$ cat config.mk
export PLATFORM = sky130hd
export DESIGN_NAME = pipelined_addsub
export DESIGN_NICKNAME = d
export VERILOG_FILES = /design/src/rtl/addsub_pkg.sv /design/src/rtl/cla_block.sv /design/src/rtl/pipelined_addsub.sv
export SDC_FILE = /design/constraint.sdc
export NUM_CORES = 1
export LEC_CHECK = 0
export ABC_AREA = 0
export BUFFER_PORTS_ARGS = -buffer_cell sky130_fd_sc_hd__clkbuf_2
export CAP_MARGIN = 20
export CORE_MARGIN = 2
export CORE_UTILIZATION = 25
export CTS_BUF_LIST = sky130_fd_sc_hd__clkbuf_8
export CTS_CLUSTER_DIAMETER = 120
export CTS_CLUSTER_SIZE = 8
export DETAILED_ROUTE_END_ITERATION = 16
export SKIP_CTS_REPAIR_TIMING = 1
export SYNTH_ARGS = -nofsm -noshare
export SYNTH_HDL_FRONTEND = slang
export SYNTH_HIERARCHICAL = 1
export SYNTH_SLANG_ARGS = --single-unit
$ cat constraint.sdc
create_clock -name clk -period 2.7 [get_ports clk]
set_input_delay 0.27 -clock clk [delete_from_list [all_inputs] [get_ports clk]]
set_output_delay 0.27 -clock clk [all_outputs]
set_load 0.01 [all_outputs]
$ cat src/rtl/addsub_pkg.sv
// Shared types and constants for the pipelined adder/subtractor.
// Per-stage control payload; operand and partial-result words travel in parallel arrays.
package addsub_pkg;

  localparam logic OP_ADD = 1'b0;
  localparam logic OP_SUB = 1'b1;

  localparam int DEF_WIDTH = 32;
  localparam int DEF_BLOCK = 8;

  // Control travelling with each pipeline slot; sign bits are from the original operands.
  typedef struct packed {
    logic vld;
    logic sub;
    logic carry;
    logic sign_a;
    logic sign_b;
  } stage_meta_t;

  function automatic logic signed_ovf(input logic sub, input logic sign_a,
                                      input logic sign_b, input logic sign_r);
    return (sub ? (sign_a != sign_b) : (sign_a == sign_b)) && (sign_r != sign_a);
  endfunction

endpackage

$ cat src/rtl/cla_block.sv
// BLOCK-bit carry-lookahead slice: sum and carry-out from a, b and carry-in.
// Purely combinational, no latency, no backpressure.
module cla_block
  import addsub_pkg::*;
#(
  parameter int BLOCK = DEF_BLOCK
) (
  input  logic [BLOCK-1:0] a,
  input  logic [BLOCK-1:0] b,
  input  logic             cin,
  output logic [BLOCK-1:0] sum,
  output logic             cout
);

  logic [BLOCK-1:0] g;
  logic [BLOCK-1:0] p;
  logic [BLOCK:0]   c;
  logic             acc;
  logic             pp;

  assign g = a & b;
  assign p = a ^ b;

  // Each carry is flattened into a sum of products of g, p and cin (no ripple).
  always_comb begin
    c    = '0;
    acc  = 1'b0;
    pp   = 1'b0;
    c[0] = cin;
    for (int i = 0; i < BLOCK; i++) begin
      acc = g[i];
      pp  = p[i];
      for (int j = i - 1; j >= 0; j--) begin
        acc = acc | (pp & g[j]);
        pp  = pp & p[j];
      end
      c[i+1] = acc | (pp & cin);
    end
  end

  assign sum  = p ^ c[BLOCK-1:0];
  assign cout = c[BLOCK];

endmodule

$ cat src/rtl/pipelined_addsub.sv
// Pipelined add/sub, one BLOCK-bit CLA slice per stage; ADDSUB_SAT_EN clamps on overflow.
// Latency STAGES cycles, 1 op/cycle; outputs registered.
// Backpressure: global stall while out_valid && !out_ready; in_ready is combinational.
module pipelined_addsub
  import addsub_pkg::*;
#(
  parameter int WIDTH = DEF_WIDTH,
  parameter int BLOCK = DEF_BLOCK
) (
  input  logic             clk,
  input  logic             rst_n,
  input  logic             in_valid,
  output logic             in_ready,
  input  logic             op,
  input  logic [WIDTH-1:0] a,
  input  logic [WIDTH-1:0] b,
  output logic             out_valid,
  input  logic             out_ready,
  output logic [WIDTH-1:0] result,
  output logic             carry_out,
  output logic             ovf
);

  localparam int STAGES = WIDTH / BLOCK;

  if ((WIDTH % BLOCK) != 0 || STAGES < 1) begin : g_bad_cfg
    $error("pipelined_addsub: WIDTH must be a non-zero multiple of BLOCK");
  end

  logic [WIDTH-1:0] a_in    [STAGES];
  logic [WIDTH-1:0] b_in    [STAGES];
  logic [WIDTH-1:0] res_in  [STAGES];
  stage_meta_t      meta_in [STAGES];

  logic [WIDTH-1:0] a_q     [STAGES];
  logic [WIDTH-1:0] b_q     [STAGES];
  logic [WIDTH-1:0] res_q   [STAGES];
  stage_meta_t      meta_q  [STAGES];
  logic             ovf_q;
  logic             stall;

  assign stall    = meta_q[STAGES-1].vld && !out_ready;
  assign in_ready = !stall;

  // Subtract enters as a + ~b + 1; the +1 rides in as the stage-0 carry.
  assign a_in[0]    = a;
  assign b_in[0]    = (op == OP_ADD) ? b : ~b;
  assign res_in[0]  = '0;
  assign meta_in[0] = '{vld: in_valid, sub: (op == OP_SUB), carry: (op == OP_SUB),
                        sign_a: a[WIDTH-1], sign_b: b[WIDTH-1]};

  for (genvar k = 0; k < STAGES; k++) begin : g_stage
    localparam int LO = k * BLOCK;
    // Operand bits at or above this mask are still needed by later stages.
    localparam logic [WIDTH-1:0] UPPER = {WIDTH{1'b1}} << ((k + 1) * BLOCK);

    logic [BLOCK-1:0] sum;
    logic             cout;
    logic [WIDTH-1:0] res_nxt;
    logic [WIDTH-1:0] res_store;

    if (k > 0) begin : g_link
      assign a_in[k]    = a_q[k-1];
      assign b_in[k]    = b_q[k-1];
      assign res_in[k]  = res_q[k-1];
      assign meta_in[k] = meta_q[k-1];
    end

    cla_block #(.BLOCK(BLOCK)) u_cla (
      .a    (a_in[k][LO +: BLOCK]),
      .b    (b_in[k][LO +: BLOCK]),
      .cin  (meta_in[k].carry),
      .sum  (sum),
      .cout (cout)
    );

    always_comb begin
      res_nxt = res_in[k];
      res_nxt[LO +: BLOCK] = sum;
    end

    if (k == STAGES - 1) begin : g_tail
      logic ovf_nxt;

      assign ovf_nxt = signed_ovf(meta_in[k].sub, meta_in[k].sign_a,
                                  meta_in[k].sign_b, res_nxt[WIDTH-1]);
`ifdef ADDSUB_SAT_EN
      assign res_store = ovf_nxt ? {meta_in[k].sign_a, {(WIDTH-1){!meta_in[k].sign_a}}}
                                 : res_nxt;
`else
      assign res_store = res_nxt;
`endif

      always_ff @(posedge clk or negedge rst_n) begin
        if (!rst_n) begin
          ovf_q <= 1'b0;
        end else if (!stall && meta_in[k].vld) begin
          ovf_q <= ovf_nxt;
        end
      end
    end else begin : g_mid
      assign res_store = res_nxt;
    end

    // Bubbles advance only their valid bit; data registers load on real transfers.
    always_ff @(posedge clk or negedge rst_n) begin
      if (!rst_n) begin
        meta_q[k] <= '0;
        res_q[k]  <= '0;
        a_q[k]    <= '0;
        b_q[k]    <= '0;
      end else if (!stall) begin
        if (meta_in[k].vld) begin
          meta_q[k] <= '{vld: 1'b1, sub: meta_in[k].sub, carry: cout,
                         sign_a: meta_in[k].sign_a, sign_b: meta_in[k].sign_b};
          res_q[k]  <= res_store;
          a_q[k]    <= a_in[k] & UPPER;
          b_q[k]    <= b_in[k] & UPPER;
        end else begin
          meta_q[k].vld <= 1'b0;
        end
      end
    end
  end

  assign out_valid = meta_q[STAGES-1].vld;
  assign result    = res_q[STAGES-1];
  assign carry_out = meta_q[STAGES-1].carry;
  assign ovf       = ovf_q;

endmodule
## Word-level counts from Yosys, hierarchy flattened

Cells that the tools add are included.

- Output and inout port bits: 36
- Bits in writable memories: 0
- Memories kept: 0
- Bits in read-only memories: 0
- Bits in latches: 0
- Logic and storage cells: 460
- Bits of input ports: 69
- Bits in registers: 194

- Reductions and logical operators: 9
- Order comparisons: 0
- Add/sub/neg operators: 0
- Bitwise operators: 414
- Equality and inequality tests: 3
- Shift-type cells: 0
- Div/mod/pow operators: 0
- Mux-type cells: 6
- $mul: 0

Operators by type and width:

| kind | count |
|---|---|
| 1-bit AND | 256 |
| 1-bit OR | 144 |
| 8-bit bitwise XOR | 8 |
| 8-bit AND | 4 |
| 32-bit two-way mux | 1 |
| 32-bit NOT | 1 |
| 2-bit AND reduction | 4 |
| 1-bit two-way mux | 5 |
| 1-bit logical AND | 3 |
| 1-bit logical NOT | 2 |
| 1-bit inequality test | 2 |
| 1-bit equality test | 1 |
| 1-bit NOT | 1 |

## Depth between registers and ports, before layout

Gate-level depths: netlist of the first run.

- Depth in word-level cells: 12
- Mapped depth: 9
- Depth with buffers taken out: 8

## By module

The synthesis of the first run kept the hierarchy.

Modules (own cells, without submodules):

| module | cells each | instances | area an instance (um^2) |
|---|---|---|---|
| pipelined_addsub | 480 | 1 | 7439.6 |
| cla_block (g_stage[1].u_cla ...) | 37 | 3 | 317.8 |
| cla_block (g_stage[0].u_cla) | 41 | 1 | 332.8 |

## Worst setup path before layout of the first run

OpenSTA, ideal clock, no wires.

- Path type: input port to flip-flop
- Start point: input port op
- End point: register meta_q, in the netlist meta_in[12]
- Path buffers: 2
- Library setup time: 125 ps
- Arrival time: 2236 ps
- Cell stages on the path: 9
- Setup slack: 340 ps
- Cells stage by stage: buf_2 buf_2 xor2_1 ha_1 a21oi_2 o2111ai_2 a221o_1 a21o_1 mux2_2

RTL lines:

| element | RTL line | RTL |
|---|---|---|
| start, declared | pipelined_addsub.sv:14 | `input logic op,` |
| end signal, assigned by index | pipelined_addsub.sv:114 | `meta_q[k] <= '{vld: 1'b1, sub: meta_in[k].sub, carry: cout,` |
| end, declared | pipelined_addsub.sv:38 | `stage_meta_t meta_q [STAGES];` |

## Worst setup path after layout of the first run

- Start point: register a_q, in the netlist a_in[24]
- End point: register ovf_q, in the netlist ovf

- Cells in the longest elaborated chain, start to end: 7

Ends and longest elaborated chain:

| element | RTL line | RTL |
|---|---|---|
| start, declared | pipelined_addsub.sv:35 | `logic [WIDTH-1:0] a_q [STAGES];` |
| start signal, assigned by index | pipelined_addsub.sv:117 | `a_q[k] <= a_in[k] & UPPER;` |
| 8-bit AND / 8-bit bitwise XOR (equally long branches) | cla_block.sv:21, cla_block.sv:22 |  |
| 1-bit AND (on tied branches) | cla_block.sv:34, cla_block.sv:35 |  |
| 1-bit OR / 1-bit AND (equally long branches) | cla_block.sv:34, cla_block.sv:37 |  |
| 1-bit OR (*) | cla_block.sv:37 | `c[i+1] = acc \| (pp & cin);` |
| 8-bit bitwise XOR (*) | cla_block.sv:41 | `assign sum = p ^ c[BLOCK-1:0];` |
| via g_stage[3].res_nxt[31] | pipelined_addsub.sv:59 | `logic [WIDTH-1:0] res_nxt;` |
| 1-bit inequality test (*) | addsub_pkg.sv:22 | `return (sub ? (sign_a != sign_b) : (sign_a == sign_b)) && (sign_r != sign_a);` |
| 1-bit logical AND (*) | addsub_pkg.sv:22 |  |
| end signal, assigned | pipelined_addsub.sv:98 | `ovf_q <= ovf_nxt;` |
| end, declared | pipelined_addsub.sv:39 | `logic ovf_q;` |

Mark *: on every way through the listed nets, which the timed path passes. The rest lies on a longest branch.
A chain may end at the register's enable or synchronous reset.

==> results of run 1 <==
-- cell type report --
type                            count  share of cell area
Clock inverter                     14              0.0192
Multi-Input combinational cell    401               0.361
Timing Repair Buffer              125              0.0736
Sequential cell                   191               0.463
Inverter                           11             0.00400
Tap cell                          455              0.0552
Clock buffer                       18              0.0240
-- worst max path at each step --
| stage | start | end | slack [ns] | depth (start not counted) |
|---|---|---|---|---|
| after floorplan | op | meta_in[12] | 0.34 | 9 |
| after global placement | op | meta_in[12] | 0.29 | 8 |
| after detailed placement | op | meta_in[12] | 0.29 | 8 |
| after CTS | a_in[24] | ovf | 0.35 | 8 |
| after global routing | a_in[24] | ovf | 0.19 | 8 |
| final | a_in[24] | ovf | 0.36 | 8 |
-- layout by cell type, fill, tap and decap left out, drive strengths merged, types with 7 or more instances in the layout --
cell         netlist  final
nor2              16     16
dlygate4sd3        0      9
o21ai              7      7
inv               11     19
nand2              9      9
clkbuf             4    122
mux2             163    163
xnor2             38     38
buf               25     12
ha                36     36
dfrtp            191    191
xor2              19     19
nand3              8      8
a21o               8      8
a21oi             60     60
-- stage by stage --
| step | instances | hold slack (ns) | power [uW] | cell area [um2] | util |
|---|---|---|---|---|---|
| 2_1_floorplan | 632 | -0.0256 | 8820 | 8730 | - |
| 3_3_place_gp | 1174 | 0.283 | 10100 | 9780 | 0.284 |
| 3_5_place_dp | 1174 | 0.292 | 10300 | 9780 | 0.284 |
| 4_1_cts | 1206 | -0.255 | 12500 | 10200 | 0.297 |
| 5_1_grt | 1215 | 0.00420 | 13300 | 10300 | 0.299 |
| 6_report | 1215 | 0.0286 | 12200 | 10300 | 0.299 |
-- logic make-up after synthesis --
family,Yosys count,share of synthesized area
fa+ha+maj,40,0.0608
simple gates,49,0.0288
mux,164,0.213
flops,191,0.548
compound gates,91,0.0660
buf+inv,40,0.0262
xor+xnor,57,0.0572
-- routing by layer --
layer	wire [um]	track usage	vias up
met2	8900	0.174	68
li1	-	-	2468
met5	0	0	-
met4	188	0.0328	0
met3	647	0.0236	9
met1	8740	0.142	2640
-- sequential cells by signal, summed over array words and instances (netlist names) --
register and flops:
ovf 1, meta_in 15, g_stage.res_nxt 48, carry_out 1, b_in 48, result 32, a_in 45, out_valid 1
-- worst max-delay path, delay by kind of cell, from the launching register on --
family | cells | cell delay (ns)
compound gates | 3 | 0.81
mux | 2 | 0.33
fa+ha+maj | 1 | 0.32
xor+xnor | 1 | 0.21
flops | 1 | 0.43
simple gates | 1 | 0.13
-- power groups by stage --
stage / Clock, uW / Combinational, uW / Sequential, uW
after floorplan: 0 / 3940 / 4890
final: 2150 / 5170 / 4910
after global routing: 2360 / 5800 / 5110
after global placement: 0 / 5140 / 4980
after detailed placement: 0 / 5260 / 5010
after CTS: 2240 / 5280 / 4950
==> metrics.cfg, run 1 <==
[status]
status = completed

[setup_path]
criticalPathCategory = flop to flop
r2r-end = ovf
slowest_delay_ns = 0.43
reg2reg_slack_ns = 0.36
critical_path.slowest_cell = dfrtp_1
start_kind = flop
r2r_cells = 8
reg2reg_from = a_in[24]
crit_arrival_ns = 2.70
worstSetupEndpointType = flop
critPathRequiredTime_ns = 3.06
crit_chain = ha_1, a21oi_2, o2111ai_2, a221o_1, xor2_1, nand2b_1, mux2i_1, mux2_2
path_max_fanout = 3

[sta]
tns_ns = 0
final-setup-viol-count = 0
fin_skew_ns = 0.0145
min_period_over_period = 0.867
rsz0062_at_grt = false
timing.final.ws_setup_ns = 0.360
slew_headroom = 0.673
tightest_slew_ns = 0.490
hold_viol = 0
min_period_ns = 2.34
fmax_ghz = 0.427
slew_viol_final = 0

[layout]
layout-drive-gt1-share = 0.430
seq_area_um2 = 4780
antenna_cells = 0
syn_to_final_growth_pct = 18.2
fillers = 3561
final_nets = 856
multiInputGateArea_um2 = 3720

[logic_synthesis]
ys_seq_area_frac = 0.548
synthTopCellsByArea = dfrtp_1 (55%), mux2_2 (21%), ha_1 (5.2%), xnor2_1 (3.8%), a21oi_1 (3.2%)
synthFlopType = dfrtp_1
synthTopCellsByCount = dfrtp_1 (191), mux2_2 (159), a21oi_1 (56)
synth-edff-count = 0
synth_top_area_frac = 0.548
yosysTopAreaCell = dfrtp_1
synth_cell_types = 32
async_flop_share = 1.00
synth_area_um2 = 8730
yosys_register_bits = 191
synth.avg_cell_area_um2 = 13.8
syn_inst = 632
mappedNetlistNets = 741
yosys_warnings = 6
yosysMostFrequentCell = dfrtp_1

[drt]
ant_nets = 0
vias_per_cell = 4.27
routed_wl_mm = 18.5
detail_route.wl_per_cell_um = 15.2
vias = 5185
drt_pass1_iterations = 4
drc = 0
drtIter0Drc = 234

[min_path]
worstHoldStart = a[15]
hold_depth = 2
hold_class = primary input to flop
holdPathEnd = a_in[79]

[global_route]
grt_pass1_wl_mm = 30.0
grt_overflow = 0
grt_use_total = 0.107
antenna_found_initial = 0
grt_max_degree = 62
grt_pass1_vias = 5451

[cts]
clock_sinks = 191
cts_buffers = 17
h-tree-depth = 4
cts_buffer_depth = 2
clk_latency_ns = 0.47
cts_tree = yes
clk_pin_slew_ns = 0.11
ctsRootBufferMaster = clkbuf_8

[floorplanning]
die_height_um = 191
initial_utilization = 0.253
die_w_um = 191
die-area_um2 = 36400
pin_count = 105
num_rows = 68
core_um2 = 34500

[placed_design]
pre_cts_ws_ns = 0.286
portBuffers = 104
gp_congestion = 0.740
hpwl_mm = 13.0

[power]
combPwrFrac = 0.423
seqPwrFrac = 0.402
pwr-share-clk = 0.176
ir_drop_mv = 0.353
pwr_density_cell_nw_per_um2 = 1190
p_leak_uw = 0.00450
p_sw_frac = 0.341
p_switching_uw = 4170
p_int_uw = 8060

[job]
drv_cap = 0

Note: power is estimated with default switching activity, not from simulation.
==> run 2, diff against run 1 <==
PLACE_DENSITY = 0.43   (was default)
==> run 2 against run 1 <==
  * Clock power shrank 14%
  * Die area is the same
  * Maximum frequency grew 2.3%
  * Flip-flop and latch count is the same
  * Critical path depth is the same
  * Cell area is essentially flat
  * Largest cell class unchanged
  * Register-to-register slack gained 0.05 ns
  * Total power shrank 2.0%
  * Hold slack lost 0.0064 ns
  * Sequential share of layout area is essentially flat
==> metrics.cfg, run 2 (synthesis gave the netlist of run 1 again) <==
[power]
pwr_density_cell_nw_per_um2 = 1160  ; -1.9%
p_leak_uw = 0.00449  ; -0.16%
ir_drop_mv = 0.428  ; +21%

[global_route]
use_met1 = 0.149  ; +0.00638
grt_use_total = 0.114  ; +0.00643
grt_busiest_layer = met2
grt_use_met3 = 0.0204  ; -0.00313
grt_overflow = 0  ; unchanged
grt_max_degree = 79  ; +27%
grt_pass1_vias = 5677  ; +4.1%
use_met2 = 0.186  ; +0.0121
grt_pass1_wl_mm = 31.7  ; +5.7%
antenna_found_initial = 0  ; unchanged

[placed_design]
portBuffers = 104  ; unchanged
post_dp_cell_area_um2 = 9840  ; +0.56%
numPlacedInstances = 1178  ; +0.34%
gp_congestion = 0.708  ; -4.4%
hpwl_mm = 13.3  ; +2.4%

[cts]
h-tree-depth = 4  ; unchanged
clock_sinks = 191  ; unchanged
ctsRootBufferMaster = clkbuf_8
cts_buffer_depth = 2  ; unchanged
cts_tree = yes
clk_pin_slew_ns = 0.11  ; about the same
clk_latency_ns = 0.48  ; about the same
cts_buffers = 17  ; unchanged

[sta]
hold_viol = 0  ; unchanged
tightest_slew_ns = 0.684  ; +0.194 ns
slew_viol_final = 0  ; unchanged
rsz0062_at_grt = false
tns_ns = 0  ; unchanged
fin_skew_ns = 0.0162  ; +0.00174 ns
min_period_ns = 2.29  ; -0.0536 ns
min_period_over_period = 0.847  ; -0.0199
final-setup-viol-count = 0  ; unchanged
slew_headroom = 0.544  ; -0.129
fmax_ghz = 0.437  ; +2.3%

[layout]
utilization = 0.299  ; about the same
antenna_cells = 0  ; unchanged
syn_to_final_growth_pct = 18.2  ; about the same
stdcell_count = 1220  ; +0.41%
stdcell_area_um2 = 10300  ; about the same
layout-drive-gt1-share = 0.431  ; +0.00111
final_nets = 861  ; +0.58%
final_cell_mix = dfrtp_1 (191), mux2_2 (159), clkbuf_2 (103)
final_common_cell = dfrtp_1

[setup_path]
start_kind = flop
slowest_delay_ns = 0.42  ; about the same
crit_chain = ha_1, a21oi_2, o2111ai_2, a221o_1, xor2_1, nand2b_1, mux2i_1, mux2_2
criticalPathCategory = flop to flop
critical_path.slowest_cell = dfrtp_1
critPathBufInv = 0  ; unchanged
critPathTopFamily = compound AO/OA/AOI/OAI gates
worstSetupEndpointType = flop
path_max_fanout = 3  ; unchanged
crit_arrival_ns = 2.67  ; -0.03 ns
critPathRequiredTime_ns = 3.08  ; +0.02 ns

[floorplanning]
pin_count = 105  ; unchanged
die-area_um2 = 36400  ; unchanged
num_rows = 68  ; unchanged
initial_utilization = 0.253  ; unchanged
core_um2 = 34500  ; unchanged
die_w_um = 191  ; unchanged
die_height_um = 191  ; unchanged

[drt]
detail_route.wl_per_cell_um = 15.7  ; +3.1%
routed_wl_mm = 19.1  ; +3.5%
ant_nets = 0  ; unchanged
drt_pass1_iterations = 6  ; +2
vias = 5166  ; -0.37%
vias_per_cell = 4.23  ; -0.77%
drc = 0  ; unchanged
drtIter0Drc = 191  ; -18%

[job]
drv_cap = 0  ; unchanged

[min_path]
hold_class = primary input to flop

[status]
status = completed

## run 2: cell types whose count changed in the layout (fill, tap and decap cells not counted)
cell and delta:
clkinv_4 +6, bufinv_16 -3, dlygate4sd3_1 +1, clkinvlp_4 +2
clkinv_2 -1, inv_1 +1, buf_12 +2, buf_4 +2
inv_8 +1, inv_6 -5, clkbuf_8 -1
## run 2: layout make-up
cell class	instances	area [um2]
Clock buffer	17	234
Clock inverter	15	141
Multi-Input combinational cell	401	3720
Fill cell	3569	24100
Inverter	11	41.3
Timing Repair Buffer	130	825
Tap cell	455	569
Sequential cell	191	4780
## run 2: report_power, final
| group | internal (uW) | switching, uW |
|---|---|---|
| sequential | 4190 | 736 |
| combinational | 2850 | 2370 |
| clock | 743 | 1110 |
## run 2: through the flow
| step | total power, uW | setup WS, ns | hold WS, ns |
|---|---|---|---|
| floorplan | 8820 | 0.340 | -0.0256 |
| global placement | 10200 | 0.351 | 0.373 |
| detailed placement | 10300 | 0.317 | 0.370 |
| CTS | 12300 | 0.371 | -0.171 |
| global route | 13100 | 0.208 | 0.00187 |
| finish | 12000 | 0.414 | 0.0221 |
## run 2: final timing paths
path / from / end / slack (ns) / cells past startpoint
max: a_in[24] / ovf / 0.41 / 8
min: a[27] / a_in[91] / 0.02 / 2
max reg2reg: a_in[24] / ovf / 0.41 / 8
min reg2reg: g_stage[3].res_nxt[7] / result[7] / 0.50 / 1
max in group asynchronous: rst_n / a_in[82] / 1.55 / 3
min in group asynchronous: rst_n / g_stage[3].res_nxt[11] / 0.40 / 2
## run 2: metal layers
layer,routed length (um),vias to the layer above
met2,9110,65
met3,624,12
met1,9100,2608
met4,288,0
met5,0,-
li1,-,2481
==> run 3, diff against run 2 <==
clock period = 2.15 ns   (was 2.7 ns; I/O delays follow)
==> run 3 against run 2 <==
  * Sequential share of layout area shrank 2.1 points
  * Final cell count up 3.1%
  * Utilization increased by 1.4 points
  * Wire length is 1.3% lower
  * Flip-flop and latch count unchanged
  * Total power rose by 32%
  * Global-route usage down 0.46 points
  * First-iteration DRC count grew 4.7%
  * Cell area increased by 4.6%
==> metrics.cfg, run 3 (synthesis gave the netlist of run 1 again) <==
[setup_path]
path_max_fanout = 3  ; unchanged
critPathRequiredTime_ns = 2.52  ; -0.56 ns
cp-startpoint = b_in[24]
reg2reg_slack_ns = 0.005  ; -0.41 ns
reg2reg_from = b_in[24]
start_kind = flop
r2r_cells = 8  ; unchanged
crit_arrival_ns = 2.52  ; -0.15 ns
criticalPathCategory = flop to flop
cp-endpoint = ovf
r2r-end = ovf
worstSetupEndpointType = flop

[cts]
clock_sinks = 191  ; unchanged
cts_buffers = 17  ; unchanged
ctsRootBufferMaster = clkbuf_8
cts_tree = yes
clk_pin_slew_ns = 0.11  ; about the same
cts_buffer_depth = 2  ; unchanged
clk_latency_ns = 0.48  ; about the same
h-tree-depth = 4  ; unchanged

[placed_design]
post_dp_cell_area_um2 = 9960  ; +1.3%
numPlacedInstances = 1193  ; +1.3%
portBuffers = 104  ; unchanged
hpwl_mm = 13.2  ; -0.44%
gp_congestion = 0.734  ; +3.8%

[global_route]
grt_overflow = 0  ; unchanged
grt_use_total = 0.109  ; -0.00462
grt_max_degree = 52  ; -34%
grt_use_met3 = 0.0243  ; +0.00386
antenna_found_initial = 0  ; unchanged
use_met1 = 0.141  ; -0.00777
grt_busiest_layer = met2
grt_pass1_wl_mm = 30.4  ; -4.2%
use_met2 = 0.181  ; -0.00488
grt_pass1_vias = 5470  ; -3.6%

[floorplanning]
num_rows = 68  ; unchanged
core_um2 = 34500  ; unchanged
die_w_um = 191  ; unchanged
die_height_um = 191  ; unchanged
initial_utilization = 0.253  ; unchanged
die-area_um2 = 36400  ; unchanged
pin_count = 105  ; unchanged

[drt]
vias = 5319  ; +3.0%
ant_nets = 0  ; unchanged
drt_pass1_iterations = 4  ; -2
vias_per_cell = 4.23  ; -0.15%
detail_route.wl_per_cell_um = 15.0  ; -4.2%
drc = 0  ; unchanged
drtIter0Drc = 200  ; +4.7%
routed_wl_mm = 18.9  ; -1.3%

[layout]
final_cell_mix = dfrtp_1 (191), mux2_2 (158), clkbuf_2 (103)
antenna_cells = 0  ; unchanged
layout-drive-gt1-share = 0.446  ; +0.0145
stdcell_area_um2 = 10800  ; +4.6%
stdcell_count = 1258  ; +3.1%
final_common_cell = dfrtp_1
final_nets = 900  ; +4.5%
syn_to_final_growth_pct = 23.7
utilization = 0.313  ; +0.0139
fillers = 3568  ; -0.028%

[sta]
min_period_over_period = 0.998  ; +0.151
rsz0062_at_grt = true
fmax_ghz = 0.466  ; +6.6%
final-setup-viol-count = 0  ; unchanged
min_period_ns = 2.14  ; -0.142 ns
slew_viol_final = 0  ; unchanged
slew_headroom = 0.722  ; +0.177
fin_skew_ns = 0.0193  ; +0.00305 ns
tightest_slew_ns = 0.412  ; -0.271 ns
holdWs_ns = 0.0244  ; +0.00227 ns
hold_viol = 0  ; unchanged

[status]
status = completed

[power]
p_leak_uw = 0.00469  ; +4.5%
pwr_density_cell_nw_per_um2 = 1460  ; +26%
ir_drop_mv = 0.416  ; -2.6%

[job]
drv_cap = 0  ; unchanged

[min_path]
hold_class = primary input to flop

==> run 3: cell count changes in the layout (fill, tap and decap cells not counted), moves of 2 or more <==
cell           before  now
a21oi_2             4    2
a21oi_4             0    2
buf_4              10   27
clkinvlp_4          3    1
dlygate4sd3_1      10   31
ha_1               36   32
ha_4                0    4
inv_1              13   11
inv_6               2    4
nand3_1             8    6
==> run 3: layout make-up <==
| cell class | count | area (um2) | area share |
|---|---|---|---|
| clock buffers | 18 | 248 | 0.0230 |
| clock inverters | 13 | 133 | 0.0123 |
| inverters | 11 | 41.3 | 0.00383 |
| multi-input cells | 401 | 3840 | 0.356 |
| flip-flops and latches | 191 | 4780 | 0.443 |
| well taps | 455 | 569 | 0.0528 |
| repair buffers | 169 | 1180 | 0.110 |
==> run 3: report_power, final <==
part / internal, uW / switching, uW / leakage (uW)
clock network: 971 / 1390 / 0.000192
registers: 5260 / 980 / 0.00221
logic: 4050 / 3120 / 0.00229
==> run 3: critical path, stage by stage (launching register included) <==
cell	delay, ns
dfrtp_1	0.42
ha_4	0.26
a21oi_4	0.16
o2111ai_4	0.14
a221o_1	0.37
xor2_2	0.22
nand2b_4	0.15
mux2i_1	0.06
mux2_4	0.27
==> run 3: routing by layer <==
metal  share of wire  vias up
met4           0.011        0
li1                -     2559
met3           0.026       11
met2            0.49       69
met1            0.47     2680
met5               0        -
==> run 3: how the worst min path moves through the flow <==
stage	start	to	cells after the start
floorplan	rst_n	a_in[24]	0
global placement	rst_n	a_in[74]	1
detailed placement	rst_n	a_in[74]	1
CTS	rst_n	meta_in[7]	1
global route	b[13]	b_in[77]	3
finish	b[18]	b_in[82]	3
==> run 3: metrics by stage <==
| stage | TNS [ns] | power (uW) | setup slack, ns |
|---|---|---|---|
| after CTS | -0.122 | 15600 | -0.122 |
| after global routing | -0.0923 | 17100 | -0.0923 |
| after global placement | -0.103 | 13100 | -0.103 |
| final | 0 | 15800 | 0.00506 |
| after detailed placement | -0.166 | 13100 | -0.113 |
| after floorplan | 0 | 11100 | 0.0191 |
